$ cat config.mk
export PLATFORM = sky130hd
export DESIGN_NAME = level_tile_rom
export DESIGN_NICKNAME = d
export VERILOG_FILES = /design/src/rtl/level_pkg.sv /design/src/rtl/tile_index.sv /design/src/rtl/level_tile_rom.sv
export SDC_FILE = /design/constraint.sdc
export NUM_CORES = 1
export LEC_CHECK = 0
export ABC_AREA = 1
export ABC_CLOCK_PERIOD_IN_PS = 3300
export CAP_MARGIN = 20
export CORE_AREA = 2 2 39 41
export DETAILED_ROUTE_END_ITERATION = 8
export DIE_AREA = 0 0 41 43
export SYNTH_ARGS = -nofsm -noshare
export SYNTH_HDL_FRONTEND = slang
export SYNTH_HIERARCHICAL = 1
export SYNTH_SLANG_ARGS = --single-unit
$ cat constraint.sdc
create_clock -name Clk -period 3.3 [get_ports Clk]
set_input_delay 0.66 -clock Clk [delete_from_list [all_inputs] [get_ports Clk]]
set_output_delay 0.66 -clock Clk [all_outputs]
set_load 0.01 [all_outputs]
$ cat src/rtl/level_pkg.sv
// Shared playfield constants and the fixed per-room collision maps.
// Used by the tile ROM, the renderer and the player movement logic.
package level_pkg;

  localparam int unsigned TILE_SHIFT = 5;
  localparam int unsigned GRID_COLS  = 20;
  localparam int unsigned GRID_ROWS  = 15;
  localparam int unsigned SCREEN_W   = 640;
  localparam int unsigned SCREEN_H   = 480;

  // map[row][col] = 1 means wall.
  typedef logic [14:0][19:0] room_map_t;

  // Border walls, with optional 2-tile doorways and the twin interior blocks.
  function automatic room_map_t build_room(input logic door_n, input logic door_s,
                                           input logic door_e, input logic door_w,
                                           input logic blocks);
    room_map_t m;
    m = '0;
    for (int r = 0; r < 15; r++) begin
      for (int c = 0; c < 20; c++) begin
        if (r == 0 || r == 14 || c == 0 || c == 19) m[4'(r)][5'(c)] = 1'b1;
      end
    end
    if (door_n) begin
      m[4'd0][5'd9]  = 1'b0;
      m[4'd0][5'd10] = 1'b0;
    end
    if (door_s) begin
      m[4'd14][5'd9]  = 1'b0;
      m[4'd14][5'd10] = 1'b0;
    end
    if (door_w) begin
      m[4'd7][5'd0] = 1'b0;
      m[4'd8][5'd0] = 1'b0;
    end
    if (door_e) begin
      m[4'd7][5'd19] = 1'b0;
      m[4'd8][5'd19] = 1'b0;
    end
    if (blocks) begin
      for (int r = 5; r <= 9; r++) begin
        m[4'(r)][5'd5]  = 1'b1;
        m[4'(r)][5'd6]  = 1'b1;
        m[4'(r)][5'd13] = 1'b1;
        m[4'(r)][5'd14] = 1'b1;
      end
    end
    return m;
  endfunction

  //                                     N     S     E     W     blocks
  localparam room_map_t ROOM_MAPS [0:7] = '{
    build_room(1'b1, 1'b1, 1'b0, 1'b0, 1'b0),
    build_room(1'b1, 1'b1, 1'b1, 1'b1, 1'b0),
    build_room(1'b0, 1'b0, 1'b1, 1'b1, 1'b0),
    build_room(1'b0, 1'b1, 1'b0, 1'b0, 1'b1),
    build_room(1'b1, 1'b0, 1'b0, 1'b0, 1'b0),
    build_room(1'b0, 1'b0, 1'b0, 1'b0, 1'b0),
    build_room(1'b0, 1'b0, 1'b0, 1'b0, 1'b0),
    build_room(1'b0, 1'b0, 1'b0, 1'b0, 1'b0)
  };

endpackage

$ cat src/rtl/tile_index.sv
// Maps a screen pixel to its 32x32 tile column/row and flags on-screen pixels.
module tile_index
  import level_pkg::*;
(
  input  logic [9:0] DrawX,
  input  logic [9:0] DrawY,
  output logic [4:0] col,
  output logic [3:0] row,
  output logic       in_range
);

  always_comb begin
    col      = DrawX[9:5];
    // Rows only reach 14 on screen; DrawY[9] is set only off-screen.
    row      = DrawY[8:5];
    in_range = (DrawX < 10'(SCREEN_W)) && (DrawY < 10'(SCREEN_H));
  end

endmodule

$ cat src/rtl/level_tile_rom.sv
// Wall/floor lookup for a pixel in the selected room, with a registered copy.
module level_tile_rom
  import level_pkg::*;
(
  input  logic       Clk,
  input  logic       Reset,
  input  logic [9:0] DrawX,
  input  logic [9:0] DrawY,
  input  logic [2:0] room,
  output logic       bg_type,
  output logic       bg_type_q
);

  logic [4:0] col;
  logic [3:0] row;
  logic       in_range;
  room_map_t  cur_map;

  tile_index u_tile_index (
    .DrawX    (DrawX),
    .DrawY    (DrawY),
    .col      (col),
    .row      (row),
    .in_range (in_range)
  );

  // Off-screen reads as floor so corner probes can leave through doorways.
  always_comb begin
    cur_map = ROOM_MAPS[room];
    bg_type = 1'b0;
    if (in_range) bg_type = cur_map[row][col];
  end

  always_ff @(posedge Clk) begin
    if (Reset) bg_type_q <= 1'b0;
    else       bg_type_q <= bg_type;
  end

endmodule

After elaboration in Yosys (flattened, before gate mapping)
Memories as Yosys holds them, arrays and structs flattened.
Index checks and enable logic that the tools add are counted.
Word-level totals
  flip-flop bits (word level): 1
  ROM bits: 2400
  memories kept: 1
Cells by class
  reduce and logical (&&, ||, !) cells: 1
  magnitude comparators: 5
  bitwise gates (word level): 1
  mux-type cells: 7
Memories
  (name not given): depth 8, bits a word 300, read ports 1, clocked after Yosys merged registers in 0, write ports 0, RTL line level_tile_rom.sv:29  | cur_map = ROOM_MAPS[room];
Operators by type and width (count)
  2-to-1 mux 300 bit: 2
  binary-select mux 20 bit (select 4 bit): 1
  2-to-1 mux 20 bit: 1
  < comparator 10 bit (second input constant): 1
  < comparator 10 x 9 -> 1 bit (second input constant): 1
  < comparator 5 x 6 -> 1 bit (second input constant): 1
  binary-select mux 1 bit (select 5 bit): 1
  < comparator 4 x 5 -> 1 bit (second input constant): 1
  greater-or-equal comparator 4 bit (second input constant): 1
  NOT 3 -> 4 bit: 1
  2-to-1 mux 1 bit: 2
  logical AND 1 bit: 1

Depth between registers and ports, before layout
Gate-level depths: netlist of run 1.
  word-level depth: 9
  depth in mapped cells: 11
  depth with buffers taken out: 11

Cells and area by module
Netlist of run 1, hierarchy kept.
By module, submodules not included
  level_tile_rom: cells an instance 38, area each 198.9 um2, seq. area each 20.0 um2, times used 1
  tile_index: cells an instance 16, area each 95.1 um2, seq. area each 0.0 um2, times used 1

Worst setup path before layout of run 1
Ideal clock, no wire load.
  path kind: input-to-output
  start: in room[0]
  end: out bg_type
  required time: 2640 ps
  stages on the path: 11
  path slack: 1246 ps
  arrival time: 1394 ps
  buffers on the path: 0
  cell sequence: inv_1 -> ha_1 -> nand2_1 -> nor2_1 -> nand2_1 -> nand2_1 -> inv_1 -> nand2_1 -> nand2_1 -> nand2_2 -> inv_1
On the way
  cells in the longest elaborated chain, start to end: 9
RTL lines
  start, declared: RTL line level_tile_rom.sv:9  | input logic [2:0] room,
  NOT 3 -> 4 bit (not written as such): RTL line level_tile_rom.sv:29
  memory (8 x 300 bit)
  2-to-1 mux 300 bit (not written as such) (2 in a row): RTL line level_tile_rom.sv:29
  binary-select mux 20 bit (select 4 bit): RTL line level_tile_rom.sv:31  | if (in_range) bg_type = cur_map[row][col];
  2-to-1 mux 20 bit (not written as such): RTL line level_tile_rom.sv:31
  binary-select mux 1 bit (select 5 bit): RTL line level_tile_rom.sv:31
  2-to-1 mux 1 bit (not written as such): RTL line level_tile_rom.sv:31
  2-to-1 mux 1 bit: RTL line level_tile_rom.sv:31
  end, declared: RTL line level_tile_rom.sv:10  | output logic bg_type,
No other way between the ends. The select of a mux whose other input is x is not followed.

Final worst setup path of run 1
Ends and elaborated chain as after synthesis.

==> reports/metrics.cfg, run 1 <==
[run_status]
outcome=complete, no violations

[drt]
drc=0
drt_first_pass_iters=2
drt_iter0_drc=4
routed_wl_um=501
wl_per_cell_um=6.51
via_per_inst=3.74
dr_total_vias=288
ant_nets=0

[pwr]
p_int_w=0.0000338
p_leak_nw=0.209
p_sw_w=0.0000144
p_sw_share_pct=29.9
clockPowerShare_pct=0
power_frac_seq_pct=25.9
combPwrFrac_pct=74.1
irDropWorstVdd_mv=0.0332
power_density_nw_per_um2=118

[hold_path]
hold_class=primary input to flip-flop
holdPathStages=2

[sta]
slew_viol_final=0
max_freq_mhz=323
fin_setup_tns_ps=0
slew-limit-headroom_pct=90.0
worst_pin_slew_ps=149
rsz0062_at_grt=no
fin_crit_sh_pct=93.9
setup_viol=0
finalHoldViolCount=0
period_needed_ps=3100

[setup_path]
slowest_delay_ps=520
cpMostUsedCell=nand2_1
crit_fanout=2
crit_buf_inv=5
cp.arrival_ps=2440
endpoint_kind=output port
slowest_stage=clkdlybuf4s50_1
criticalPathCategory=primary input to output port
crit_chain=clkdlybuf4s50_1, inv_1, ha_1, nand2_1, nor2_1, nand2_1, nand2_1, inv_1, nand2_1, nand2_1, nand2_2, inv_1, clkdlybuf4s50_1
cp_top_family=buffers and inverters
cp-start-kind=primary input
worstPathRequired_ps=2640
cp_num_cells=13

[logic_synthesis]
synth.avg_cell_area_um2=5.45
synth-seq-area-share_pct=6.81
synth-seq-cells=1
ys_types=13
synth_top_area_share_pct=23.0
synth_cells=54
ys_warn_count=6
netlist_area_um2=294
synth_top_area_cell=buf_4
synth.area.top_cells=buf_4 (23%), nand2_1 (18%), inv_1 (14%), ha_1 (8.5%), nor2_2 (8.5%)
syn_nets=81

[grt]
track_usage_pct=5.50
grt_pass1_vias=203
gr-total-overflow=0
antenna_found_initial=0
grt_pass1_wl_um=752
grt_max_degree=4

[die]
coreArea_um2=1380
io_pins=27
num_rows=14
die_x_um=41
die_area_um2=1760
die_y_um=43
start_util_pct=21.2

[place]
placed_area_um2=407
dp_hpwl_um=458
place_congestion=0.684
io_buffers=16

[cts]
cts_resized=0
clk_pin_slew_worst_paths_ps=0
cts_setup_buffers=0
cts-hold-fix-buffers=0

[cells_and_area]
largest_reg_flops=1
reg.largest.list=bg_type_q (1)
area_growth_pct=38.3
fin_nets=90
regMostFlops=bg_type_q
design_area_um2=407
final_cell_mix=clkdlybuf4s50_1 (16), nand2_1 (14), inv_1 (11)
drive_gt1_share_pct=9.84
final_common_cell=clkdlybuf4s50_1
fillCellCount=166
num_antenna_cells=0

[run]
cap_violations=0

synthesized netlist by cell type, drive strengths merged:
library cell,count
a21oi,2
o21ai,2
buf,9
nand3,2
dfxtp,1
ha,2
inv,11
nor2,10
nand2,15
area by class of cell:
cell class              count  area, um2  share of cell area (%)
inverters                  11       41.3                    10.2
multi-input cells          33        165                    40.6
flip-flops and latches      1       20.0                    4.92
well taps                  16       20.0                    4.92
repair buffers             16        160                    39.4
metal layers:
metal,track usage [%],share of wire [%],up-vias
met5,0,0,-
met1,10.5,52,113
met3,0,11,0
li1,-,-,163
met2,6.88,37,12
met4,0,0,0
path summary, 6_finish.rpt:
kind	to	from	slack [ps]
max	bg_type	room[0]	200
min	bg_type_q	Reset	1200
power groups by stage:
| stage | clock (W) | sequential (W) | combinational [W] |
|---|---|---|---|
| after floorplan | 0 | 0.0000126 | 0.0000223 |
| after global placement | 0 | 0.0000125 | 0.0000355 |
| after detailed placement | 0 | 0.0000125 | 0.0000358 |
| after CTS | 0 | 0.0000125 | 0.0000360 |
| after global routing | 0 | 0.0000125 | 0.0000396 |
| final | 0 | 0.0000125 | 0.0000357 |
through the flow:
step	power, W	worst slack, ps	util (%)	std cells	hold WS, ps
after CTS	0.0000485	190	29.4	77	1210
after global routing	0.0000521	57.1	29.4	77	1220
after global placement	0.0000480	208	29.4	77	1200
final	0.0000482	202	29.4	77	1200
after detailed placement	0.0000483	195	29.4	77	1210
after floorplan	0.0000349	1250	-	54	727
kinds of logic after synthesis:
| family | share of synthesized area, % |
|---|---|
| AOI/OAI and AO/OA | 8.08 |
| adders and majority gates | 8.51 |
| buffers and inverters | 37.0 |
| DFF | 6.81 |
| and+or+nand+nor | 39.6 |
Note: power is estimated with default switching activity, not from simulation.
==> run 2, diff against run 1 <==
--- a/config.mk
+++ b/config.mk
@@ -11,6 +11,7 @@
 export CORE_AREA = 2 2 39 41
 export DETAILED_ROUTE_END_ITERATION = 8
 export DIE_AREA = 0 0 41 43
+export SLEW_MARGIN = 20
 export SYNTH_ARGS = -nofsm -noshare
 export SYNTH_HDL_FRONTEND = slang
 export SYNTH_HIERARCHICAL = 1
==> results of run 2 <==
No change in the layout: final DEF, timing and power equal those of run 1.
